$ cat src/rtl/cube_sched_pkg.sv
// cube_sched_pkg: shared constants and types for the cube_sched evaluator.
//   - default table geometry (DEF_NIN, DEF_NCUBE)
//   - controller state encoding (S_IDLE, S_SCAN) and its typed enum
//   - calc_cw(): width of a cube index for a given table depth
package cube_sched_pkg;

  localparam int unsigned DEF_NIN   = 12;
  localparam int unsigned DEF_NCUBE = 8;

  localparam logic [0:0] S_IDLE = 1'b0;
  localparam logic [0:0] S_SCAN = 1'b1;

  typedef enum logic [0:0] {
    StIdle = S_IDLE,
    StScan = S_SCAN
  } state_e;

  // Index width for an n-entry table; never narrower than one bit.
  function automatic int unsigned calc_cw(input int unsigned n);
    return (n > 1) ? $clog2(n) : 1;
  endfunction

endpackage

$ cat src/rtl/cube_sched_match.sv
// cube_match: combinational single-cube matcher shared by every table entry.
//   in_lat_i  latched input vector
//   care_i    care mask, 1 = literal present
//   pol_i     literal polarity, 1 = positive literal
//   valid_i   entry valid bit
//   match_o   1 when the entry is valid and every present literal agrees
module cube_match #(
  parameter int unsigned NIN = 12
) (
  input  logic [NIN-1:0] in_lat_i,
  input  logic [NIN-1:0] care_i,
  input  logic [NIN-1:0] pol_i,
  input  logic           valid_i,
  output logic           match_o
);

  // An all-zero care mask reduces to constant 1 for a valid entry.
  assign match_o = valid_i & (&(~care_i | ~(in_lat_i ^ pol_i)));

endmodule

$ cat src/rtl/cube_sched.sv
// cube_sched: sequential sum-of-products evaluator. A programmable table of
// NCUBE cubes is scanned one entry per cycle through a single shared matcher;
// the scan stops on the first (lowest-index) hit or after the last entry.
//   clk, rst          clock, synchronous active-high reset
//   start, in_vec     evaluation request and input vector (sampled in IDLE)
//   cfg_we/addr/care/pol/valid   table write port (ignored while scanning)
//   busy              high while scanning
//   done              one-cycle pulse with the result
//   o, hit, hit_idx   result, held until the next accepted start
module cube_sched
  import cube_sched_pkg::*;
#(
  parameter  int unsigned NIN   = DEF_NIN,
  parameter  int unsigned NCUBE = DEF_NCUBE,
  localparam int unsigned CW    = calc_cw(NCUBE)
) (
  input  logic           clk,
  input  logic           rst,
  input  logic           start,
  input  logic [NIN-1:0] in_vec,
  input  logic           cfg_we,
  input  logic [CW-1:0]  cfg_addr,
  input  logic [NIN-1:0] cfg_care,
  input  logic [NIN-1:0] cfg_pol,
  input  logic           cfg_valid,
  output logic           busy,
  output logic           done,
  output logic           o,
  output logic           hit,
  output logic [CW-1:0]  hit_idx
);

  state_e           state_q;
  logic [CW-1:0]    idx_q;
  logic [NIN-1:0]   in_lat_q;
  logic [NIN-1:0]   care_q [NCUBE];
  logic [NIN-1:0]   pol_q  [NCUBE];
  logic [NCUBE-1:0] valid_q;
  logic             done_q;
  logic             o_q;
  logic             hit_q;
  logic [CW-1:0]    hit_idx_q;

  logic match;
  logic last;
  logic tbl_we;

  // Writes are only honoured in IDLE so the table is frozen for a whole scan.
  assign tbl_we = cfg_we && (state_q == StIdle);
  assign last   = (idx_q == CW'(NCUBE - 1));

  cube_match #(
    .NIN(NIN)
  ) u_match (
    .in_lat_i(in_lat_q),
    .care_i  (care_q[idx_q]),
    .pol_i   (pol_q[idx_q]),
    .valid_i (valid_q[idx_q]),
    .match_o (match)
  );

  // Care/polarity storage needs no reset: the valid bits gate every match.
  always_ff @(posedge clk) begin
    if (tbl_we) begin
      care_q[cfg_addr] <= cfg_care;
      pol_q[cfg_addr]  <= cfg_pol;
    end
  end

  always_ff @(posedge clk) begin
    if (rst) begin
      state_q   <= StIdle;
      idx_q     <= '0;
      in_lat_q  <= '0;
      valid_q   <= '0;
      done_q    <= 1'b0;
      o_q       <= 1'b0;
      hit_q     <= 1'b0;
      hit_idx_q <= '0;
    end else begin
      done_q <= 1'b0;
      if (tbl_we) begin
        valid_q[cfg_addr] <= cfg_valid;
      end
      case (state_q)
        StIdle: begin
          if (start) begin
            in_lat_q  <= in_vec;
            idx_q     <= '0;
            o_q       <= 1'b0;
            hit_q     <= 1'b0;
            hit_idx_q <= '0;
            state_q   <= StScan;
          end
        end
        StScan: begin
          if (match) begin
            o_q       <= 1'b1;
            hit_q     <= 1'b1;
            hit_idx_q <= idx_q;
            done_q    <= 1'b1;
            state_q   <= StIdle;
          end else if (last) begin
            o_q       <= 1'b0;
            hit_q     <= 1'b0;
            hit_idx_q <= '0;
            done_q    <= 1'b1;
            state_q   <= StIdle;
          end else begin
            idx_q <= idx_q + CW'(1);
          end
        end
        default: state_q <= StIdle;
      endcase
    end
  end

  assign busy    = (state_q == StScan);
  assign done    = done_q;
  assign o       = o_q;
  assign hit     = hit_q;
  assign hit_idx = hit_idx_q;

endmodule
$ cat config.mk
export PLATFORM = sky130hd
export DESIGN_NAME = cube_sched
export DESIGN_NICKNAME = d
export VERILOG_FILES = /design/src/rtl/cube_sched_pkg.sv /design/src/rtl/cube_sched_match.sv /design/src/rtl/cube_sched.sv
export SDC_FILE = /design/constraint.sdc
export NUM_CORES = 1
export LEC_CHECK = 0
export CAP_MARGIN = 20
export CORE_ASPECT_RATIO = 0.5
export CORE_MARGIN = 2
export CORE_UTILIZATION = 52
export CTS_BUF_LIST = sky130_fd_sc_hd__clkbuf_8 sky130_fd_sc_hd__clkbuf_16
export DETAILED_ROUTE_END_ITERATION = 12
export GPL_TIMING_DRIVEN = 0
export PLACE_DENSITY = 0.85
export REMOVE_ABC_BUFFERS = 1
export SLEW_MARGIN = 20
export SYNTH_ARGS = -nofsm -noshare
export SYNTH_HDL_FRONTEND = slang
export SYNTH_HIERARCHICAL = 1
export SYNTH_SLANG_ARGS = --single-unit
$ cat constraint.sdc
create_clock -name clk -period 3.1 [get_ports clk]
set_input_delay 0.465 -clock clk [delete_from_list [all_inputs] [get_ports clk]]
set_output_delay 0.465 -clock clk [all_outputs]
set_load 0.01 [all_outputs]
**Yosys cells after proc, flatten, opt, wreduce, memory -nomap -nowiden**

Memories as Yosys holds them, arrays and structs flattened. A register that Yosys moved wholly into a read port is not among the register bits.
Index checks and enable logic that the tools add are counted.

- Flip-flop bits (word level): 29
- Bits in writable memories: 192
- Input bits: 44
- Output and inout port bits: 7
- Logic and storage cells: 59
- Memories kept: 2

- Add/sub/neg operators: 1
- Magnitude comparators: 3
- Equality and inequality tests: 5
- Multiplexer cells: 28
- Bitwise logic cells: 6
- Reduce and logical (&&, ||, !) cells: 7

Memory list:

| memory | words | bits a word | read ports | clocked after Yosys merged registers in | wr ports | line | text |
|---|---|---|---|---|---|---|---|
| care_q | 8 | 12 | 1 | 1 | 1 | cube_sched.sv:36 | `logic [NIN-1:0] care_q [NCUBE];` |
| pol_q | 8 | 12 | 1 | 1 | 1 | cube_sched.sv:37 | `logic [NIN-1:0] pol_q [NCUBE];` |

Operator list:

| cell | number |
|---|---|
| two-way mux 3 bit | 9 |
| NOT 12 bit | 2 |
| two-way mux 1 bit | 12 |
| OR 12 bit | 1 |
| case mux 3 bit (2 select lines) | 2 |
| AND reduction 12 bit | 1 |
| bitwise XOR 12 bit | 1 |
| bitwise mux 8 bit | 1 |
| less-than comparator 3 x 4 -> 1 bit (second input constant) | 2 |
| != test 2 bit (second input constant) | 3 |
| case mux 1 bit (2 select lines) | 2 |
| AND reduction 2 bit | 2 |
| adder 3 x 1 -> 3 bit (second input constant) | 1 |
| binary-select mux 1 bit (select 3 bit) | 1 |
| demux 1 bit (select 3 bit) | 1 |
| == test 3 bit (second input constant) | 1 |
| >= comparator 3 x 1 -> 1 bit (second input constant) | 1 |
| != test 3 x 1 -> 1 bit (second input constant) | 1 |
| AND reduction 3 bit | 1 |
| logical AND 1 bit | 2 |
| OR reduction 2 bit | 1 |
| AND 1 bit | 1 |
| NOT 1 bit | 1 |

**Longest topological paths before layout**

Gate-level depths: netlist of run 1.

- Depth in word-level cells: 9
- Mapped depth: 11
- Depth with buffers taken out: 9

**By module**

Netlist of run 1, hierarchy kept.

By module, submodules not included:

| module | instances | cells each | area an instance (um^2) | sequential area each (um^2) |
|---|---|---|---|---|
| cube_sched | 1 | 428 | 8644.5 | 6406.1 |
| cube_match | 1 | 21 | 163.9 | 0.0 |

**Worst setup path before layout of run 1**

No wires, ideal clock.

- Kind: reg-to-reg
- From: reg state_q (netlist: busy)
- To: mem care_q[1][0] (enable)
- Library setup time: 0.440 ns
- Data arrival time: 2.530 ns
- Required time: 2.660 ns
- Setup slack: 0.131 ns
- Cell stages (with the launch flop): 4
- Path buffers: 1
- Clock period less this slack: 2.969 ns
- Path through: dfxtp_1 > buf_2 > nand3b_1 > nor3_1

- Longest elaborated chain between the ends: 4

Ends and longest elaborated chain:

| item | line | text |
|---|---|---|
| start: declaration | cube_sched.sv:33 | `state_e state_q;` |
| start signal: assignment | cube_sched.sv:72 | `state_q <= StIdle;` |
| start signal: assignment | cube_sched.sv:93 | `state_q <= StScan;` |
| start signal: assignment | cube_sched.sv:102 | `state_q <= StIdle;` |
| NOT 1 bit (no source line) | -- |  |
| logical AND 1 bit | cube_sched.sv:49 | `assign tbl_we = cfg_we && (state_q == StIdle);` |
| two-way mux 1 bit | cube_sched.sv:64 | `if (tbl_we) begin` |
| two-way mux 1 bit (not written as such) | cube_sched.sv:65 | `care_q[cfg_addr] <= cfg_care;` |
| end: declaration | cube_sched.sv:36 |  |

No other way between the ends.

==> reports/results.txt, run 1 <==
antenna violations before repair = 0
fraction of final layout cells with drive strength greater than 1 = 24.9%
crit start category = register
kind of critical path = register to register
CTS max path bufs = 3
top-level port count = 51
total power per unit cell area = 578 nW/um2
clock tree from TritonCTS = yes
initial DRC count = 518
maximum ir drop on the vdd rail = 0.382 mV
Post-route DRC = 0
placed cell count = 715
CP required = 3490 ps
shortest clock period the worst path allows after layout = 3020 ps
global-route wire length before repair = 29000 um
final setup skew = 31.6 ps
Hold Path Class = register to register
die footprint = 18100 um2
insertion delay to the later sink of the worst-skew pair = 510 ps
fin nets = 568
leading area contributor after synthesis = sky130_fd_sc_hd__edfxtp_1
Most used DFF post-synth = sky130_fd_sc_hd__edfxtp_1
routed length per instance = 25.7 um
count of distinct cell types in the synthesized netlist = 36
number of non-filler instances in the completed layout = 762
Area Overhead vs Synth = 19.7%
Worst path slowest cell = sky130_fd_sc_hd__mux4_2
Synth top area share = 65.5%
TritonCTS Sinks = 224
asr flop ratio synth = 0%
Ys Warns = 6
Die Y-Extent = 96.0 um
Least-Margin Pin Slew = 843 ps
count of hold-fix buffers inserted at cts = 0
endpoint arrival time on the critical path = 3420 ps
total number of vias = 4686
top cells by area, synth = sky130_fd_sc_hd__edfxtp_1, sky130_fd_sc_hd__mux4_2, sky130_fd_sc_hd__dfxtp_1, sky130_fd_sc_hd__mux4_1, sky130_fd_sc_hd__mux2_4
fill cell total of the finished layout = 1008
Initial Util = 53.5%
result of the run = complete, no violations
final antenna diode count = 0
total gr overflow = 0
Clock Root Buffer = sky130_fd_sc_hd__clkbuf_16
sequential fraction of the synthesis area = 72.7%
Max Clk Rate = 331 MHz
Placer Congestion = 0.751
max-slew violations = 0
1st-pass router iterations = 5
clock slew at the register clock pins of the worst setup and hold paths = 60 ps
cell chain of the critical path = buf_16 -> buf_12 -> buf_4 -> mux4_2 -> mux2_4 -> xor2_1 -> a22oi_1 -> nand4_1 -> nor2_4 -> or3b_4 -> nand3_1 -> a21oi_1
Port Buffers = 50
H-tree depth reported by CTS = 1
Crit path largest cell delay = 480 ps
per-instance average area after synthesis = 19.6 um2
type of element capturing the critical path = register
normalized max-slew margin = 43.8%
Die Wd = 188 um
buffers and inverters on the worst path = 3
endpoints failing setup = 0
Core Box Area = 16500 um2
number of enable flip-flop cells after synthesis = 192
number of register bits inferred by synthesis = 224
leakage power figure = 0.00342 uW
global-route total usage across every layer = 22.0%
synthesized netlist cell count = 449
Routed Antenna Nets = 0
synthesized cell area = 8810 um2
Num CTS Buffers = 20
total count of hold-check failures in the final report = 0
largest driver fanout on the critical path = 10
Tcrit/Tclk final = 97.5%
number of core rows = 33
pin count of the biggest net entering global routing = 32
total power after layout = 6090 uW
Via-to-Cell Ratio = 6.15
dominant delay contributor by cell family on the critical path = multiplexers
via count of the first global-routing pass = 4746
routed wire length = 19600 um
placed wire-length estimate after detailed placement = 10600 um
number of max-cap violations = 0
report_power, final:
group          internal (uW)  total (uW)  switching, uW
combinational            183         380            197
sequential              3330        3370           35.2
clock                   1260        2350           1080
metrics by stage:
step | utilization, % | hold slack [ps] | instance area (um2) | worst slack (ps) | setup TNS, ps
6_report | 64.0 | 469 | 10500 | 76.3 | 0
5_1_grt | 64.0 | 495 | 10500 | -24.2 | -28.4
2_1_floorplan | - | 442 | 8660 | -1120 | -12600
3_3_place_gp | 57.3 | 458 | 9450 | -2300 | -208390
4_1_cts | 63.5 | 469 | 10500 | 12.7 | 0
3_5_place_dp | 59.3 | 461 | 9780 | -363 | -3480
cell usage in the layout, fill, tap and decap left out, types with 2 or more instances in the layout:
master	Yosys	final
sky130_fd_sc_hd__edfxtp_1	192	192
sky130_fd_sc_hd__clkdlybuf4s50_1	0	49
sky130_fd_sc_hd__mux4_2	38	38
sky130_fd_sc_hd__nand2_1	29	29
sky130_fd_sc_hd__dfxtp_1	32	29
sky130_fd_sc_hd__a21oi_1	25	24
sky130_fd_sc_hd__mux2_4	20	20
sky130_fd_sc_hd__clkbuf_16	0	20
sky130_fd_sc_hd__mux4_1	12	12
sky130_fd_sc_hd__xor2_1	12	12
sky130_fd_sc_hd__buf_4	1	11
sky130_fd_sc_hd__buf_16	0	8
sky130_fd_sc_hd__nor2_4	0	7
sky130_fd_sc_hd__nand2b_1	7	7
sky130_fd_sc_hd__nand3_1	8	7
sky130_fd_sc_hd__mux2_2	5	5
sky130_fd_sc_hd__clkinv_1	0	5
sky130_fd_sc_hd__inv_1	0	4
sky130_fd_sc_hd__a22oi_1	4	4
sky130_fd_sc_hd__nor3b_1	3	3
sky130_fd_sc_hd__a22o_1	3	3
sky130_fd_sc_hd__nand4_1	3	3
sky130_fd_sc_hd__o21ai_0	3	3
sky130_fd_sc_hd__o21ai_1	3	3
sky130_fd_sc_hd__buf_12	2	3
sky130_fd_sc_hd__mux2i_1	2	2
sky130_fd_sc_hd__nor2_1	9	2
sky130_fd_sc_hd__nor2b_1	3	2
sky130_fd_sc_hd__ha_1	2	2
sky130_fd_sc_hd__dfxtp_4	0	2
sky130_fd_sc_hd__clkinv_2	0	2
sky130_fd_sc_hd__clkinvlp_4	0	2
sky130_fd_sc_hd__buf_8	0	2
Yosys cell counts, types with 3 or more instances:
master and instances:
sky130_fd_sc_hd__a21oi_1 25, sky130_fd_sc_hd__a22o_1 3, sky130_fd_sc_hd__a22oi_1 4, sky130_fd_sc_hd__buf_2 9
sky130_fd_sc_hd__clkbuf_1 9, sky130_fd_sc_hd__dfxtp_1 32, sky130_fd_sc_hd__edfxtp_1 192, sky130_fd_sc_hd__mux2_2 5
sky130_fd_sc_hd__mux2_4 20, sky130_fd_sc_hd__mux4_1 12, sky130_fd_sc_hd__mux4_2 38, sky130_fd_sc_hd__nand2_1 29
sky130_fd_sc_hd__nand2b_1 7, sky130_fd_sc_hd__nand3_1 8, sky130_fd_sc_hd__nand4_1 3, sky130_fd_sc_hd__nor2_1 9
sky130_fd_sc_hd__nor2b_1 3, sky130_fd_sc_hd__nor3b_1 3, sky130_fd_sc_hd__o21ai_0 3, sky130_fd_sc_hd__o21ai_1 3
sky130_fd_sc_hd__xor2_1 12
flip-flops by register name (all words and copies together), names as in the netlist, named ones only:
name and cells:
in_lat_q 12, hit_idx 3, done 1, busy 1, valid_q 8, idx_q 3
care_q 96, pol_q 96, hit 1
kinds of logic (layout without fill, tap and decap cells):
family,Yosys count,count (layout),share of synthesized area [%]
buffers and inverters,24,110,1.65
muxes,77,77,17.6
AOI/OAI and AO/OA,41,41,2.70
xor gates and xnor gates,12,12,1.19
adders and majority gates,2,2,0.284
and+or+nand+nor,69,69,3.88
DFF,224,224,72.7
worst reg2reg max path, delay by kind of cell (launching register included):
kind / cells / cell delay, ps
compound gates: 2 / 490
xor+xnor: 1 / 170
buf+inv: 3 / 390
flops: 1 / 380
mux: 2 / 750
simple gates: 4 / 760
layout make-up:
class / count / area [um2] / area share, %
Clock buffer: 20 / 500 / 4.75
Sequential cell: 224 / 6410 / 60.8
Timing Repair Buffer: 75 / 900 / 8.53
Clock inverter: 15 / 105 / 0.997
Tap cell: 227 / 284 / 2.69
Multi-Input combinational cell: 201 / 2340 / 22.2
routing by layer:
layer / global-route usage, % / share of wire (%) / routed length [um] / up-vias
li1: - / - / - / 1963
met1: 29.7 / 41 / 7950 / 2382
met2: 37.2 / 48 / 9420 / 288
met3: 3.76 / 8.6 / 1690 / 53
met4: 7.81 / 2.6 / 512 / 0
met5: 0 / 0 / 0 / -
worst paths after layout:
path / from / to / slack, ps / cells past startpoint
worst min-delay path: in_lat_q[4] / in_lat_q[4] / 470 / 2
worst max register to register: register / register / 80 / 12
worst max-delay path: register / register / 80 / 12
worst min register to register: in_lat_q[4] / in_lat_q[4] / 470 / 2
timing repair:
item,in CTS,in global routing
cloned,1,0
setup buffers,3,8
resized for setup,2,5
pin swaps,1,3
endpoints found under the setup margin,12,10
Note: power is estimated with default switching activity, not from simulation.
==> run 2: changes to the inputs <==
CORE_ASPECT_RATIO = 1.25   (was 0.5)
==> reports/results.txt, run 2 (synthesis results as in run 1) <==
result of the run = complete, no violations
final setup skew = 10.2 ps
cell chain of the critical path = buf_4 -> mux4_1 -> mux2_2 -> xor2_1 -> a222oi_1 -> nand3_1 -> nor2_4 -> or3b_4 -> a21oi_4 -> a22o_1
antenna violations before repair = 1
unrepaired setup endpoints after global routing = true
Cell Area, Placed = 9770 um2
crit start category = register
worst min-delay path endpoint = in_lat_q[10]
via count of the first global-routing pass = 4850
Via-to-Cell Ratio = 5.96
leading registers by flop count = care_q (96), pol_q (96), in_lat_q (12)
switching component of the power = 1310 uW
Crit path largest cell delay = 560 ps
clock tree from TritonCTS = yes
total power after layout = 6490 uW
total power per unit cell area = 605 nW/um2
fill cell total of the finished layout = 1090
global-route total usage across every layer = 20.7%
Placer Congestion = 0.763
routed wire length = 18300 um
placed cell count = 708
leading cell type in the layout, fill and taps excluded = sky130_fd_sc_hd__edfxtp_1
total area of multi-input combinational cells = 2340 um2
Hold Path Class = register to register
total gr overflow = 0
CTS max path bufs = 3
fraction of final layout cells with drive strength greater than 1 = 26.7%
total number of vias = 4550
1st-pass router iterations = 5
sequential share of power = 51.8%
initial DRC count = 378
post-placement worst setup slack = -340 ps
leakage power figure = 0.00353 uW
Core Box Area = 16700 um2
number of non-filler instances in the completed layout = 763
final standard cell area without fillers = 10700 um2
commonest non-fill, non-tap cells in the layout = sky130_fd_sc_hd__edfxtp_1, sky130_fd_sc_hd__clkdlybuf4s50_1, sky130_fd_sc_hd__mux4_2
TritonCTS Sinks = 224
type of element capturing the critical path = register
Port Buffers = 50
register-to-register setup slack = 90 ps
kind of critical path = register to register
Least-Margin Pin Slew = 790 ps
die footprint = 18000 um2
Area Overhead vs Synth = 21.7%
Worst path slowest cell = sky130_fd_sc_hd__mux4_1
portion of total power attributed to the clock network = 42.4%
fin nets = 573
placed wire-length estimate after detailed placement = 10600 um
count of hold-fix buffers inserted at cts = 0
Clock Root Buffer = sky130_fd_sc_hd__clkbuf_16
switching share of total power = 20.1%
Routed Antenna Nets = 0
Tcrit/Tclk final = 97.0%
max-slew violations = 0
pin count of the biggest net entering global routing = 32
capturing point of the worst reg2reg path = hit_idx[1]
maximum ir drop on the vdd rail = 0.456 mV
global-route wire length before repair = 27600 um
H-tree depth reported by CTS = 1
shortest clock period the worst path allows after layout = 3010 ps
endpoint arrival time on the critical path = 3400 ps
launch instance of the worst min-delay path = in_lat_q[10]
endpoints failing setup = 0
Cells on Worst Hold Path = 2
CP required = 3490 ps
Max Clk Rate = 333 MHz
largest driver fanout on the critical path = 5
Die Y-Extent = 150 um
total count of hold-check failures in the final report = 0
number of core rows = 53
register cell area after layout = 6410 um2
routed length per instance = 23.9 um
normalized max-slew margin = 47.3%
final antenna diode count = 0
Die Wd = 120 um
number of max-cap violations = 0
Initial Util = 52.7%
final worst slack = 94.0 ps
top-level port count = 51
clock slew at the register clock pins of the worst setup and hold paths = 60 ps
cell depth of the worst flop-to-flop path = 10
Power Internal = 5180 uW
Gate power share = 5.7%
Post-route DRC = 0
insertion delay to the later sink of the worst-skew pair = 500 ps
Num CTS Buffers = 22
[run 2: cell types whose count changed in the layout (fill, tap and decap cells not counted), sizes merged]
cell and delta:
bufinv +1, clkinvlp -2, bufbuf +1, buf +2, clkbuf +6
[run 2: worst max-delay path: cells and delay by family (launching register included)]
family	cells	cell delay (ps)
multiplexers	2	840
AO/OA/AOI/OAI	3	690
AND/OR/NAND/NOR	3	620
flip-flops	1	390
buffers and inverters	1	180
XOR/XNOR	1	180
[run 2: what timing repair did]
action,in CTS,in global routing
resized for setup,2,3
pin swaps,0,3
gates cloned,1,0
endpoints found under the setup margin,11,10
buffers inserted,4,10
[run 2: layout make-up]
type	count	share of cell area, %
clock buffer	26	6.07
clock inverter	14	1.09
multi-input combinational	201	21.8
sequential	224	59.8
tap	220	2.57
timing repair buffer	78	8.63
[run 2: per-stage QoR]
stage	hold slack, ps	TNS [ps]	utilization [%]
after floorplan	442	-12600	-
after global placement	455	-197010	56.5
after detailed placement	461	-3050	58.5
after CTS	475	0	63.6
after global routing	487	-129	64.2
final	473	0	64.2
[run 2: worst max path at each step]
| stage | from | end | slack (ps) | cells after the start |
|---|---|---|---|---|
| 3_5_place_dp | register | hit_idx[1] | -340 | 10 |
| 6_report | register | hit_idx[1] | 90 | 10 |
| 4_1_cts | register | hit_idx[1] | 50 | 10 |
| 5_1_grt | register | register | -40 | 10 |
| 3_3_place_gp | register | hit_idx[2] | -2260 | 9 |
| 2_1_floorplan | register | hit_idx[0] | -1120 | 9 |
[run 2: power by group through the flow]
| stage | combinational (uW) | clock [uW] | sequential [uW] |
|---|---|---|---|
| 2_1_floorplan | 158 | 0 | 3430 |
| 3_3_place_gp | 289 | 0 | 3450 |
| 3_5_place_dp | 350 | 0 | 3430 |
| 6_report | 372 | 2750 | 3360 |
| 4_1_cts | 365 | 2780 | 3360 |
| 5_1_grt | 394 | 2900 | 3360 |
[run 2: routing by layer]
layer / vias to the layer above / global-route usage, % / part of all wire [%]
met5: - / 0 / 0
met3: 37 / 4.04 / 7.1
met1: 2352 / 24.9 / 37
met2: 192 / 36.4 / 53
met4: 0 / 9.24 / 2.7
li1: 1969 / - / -
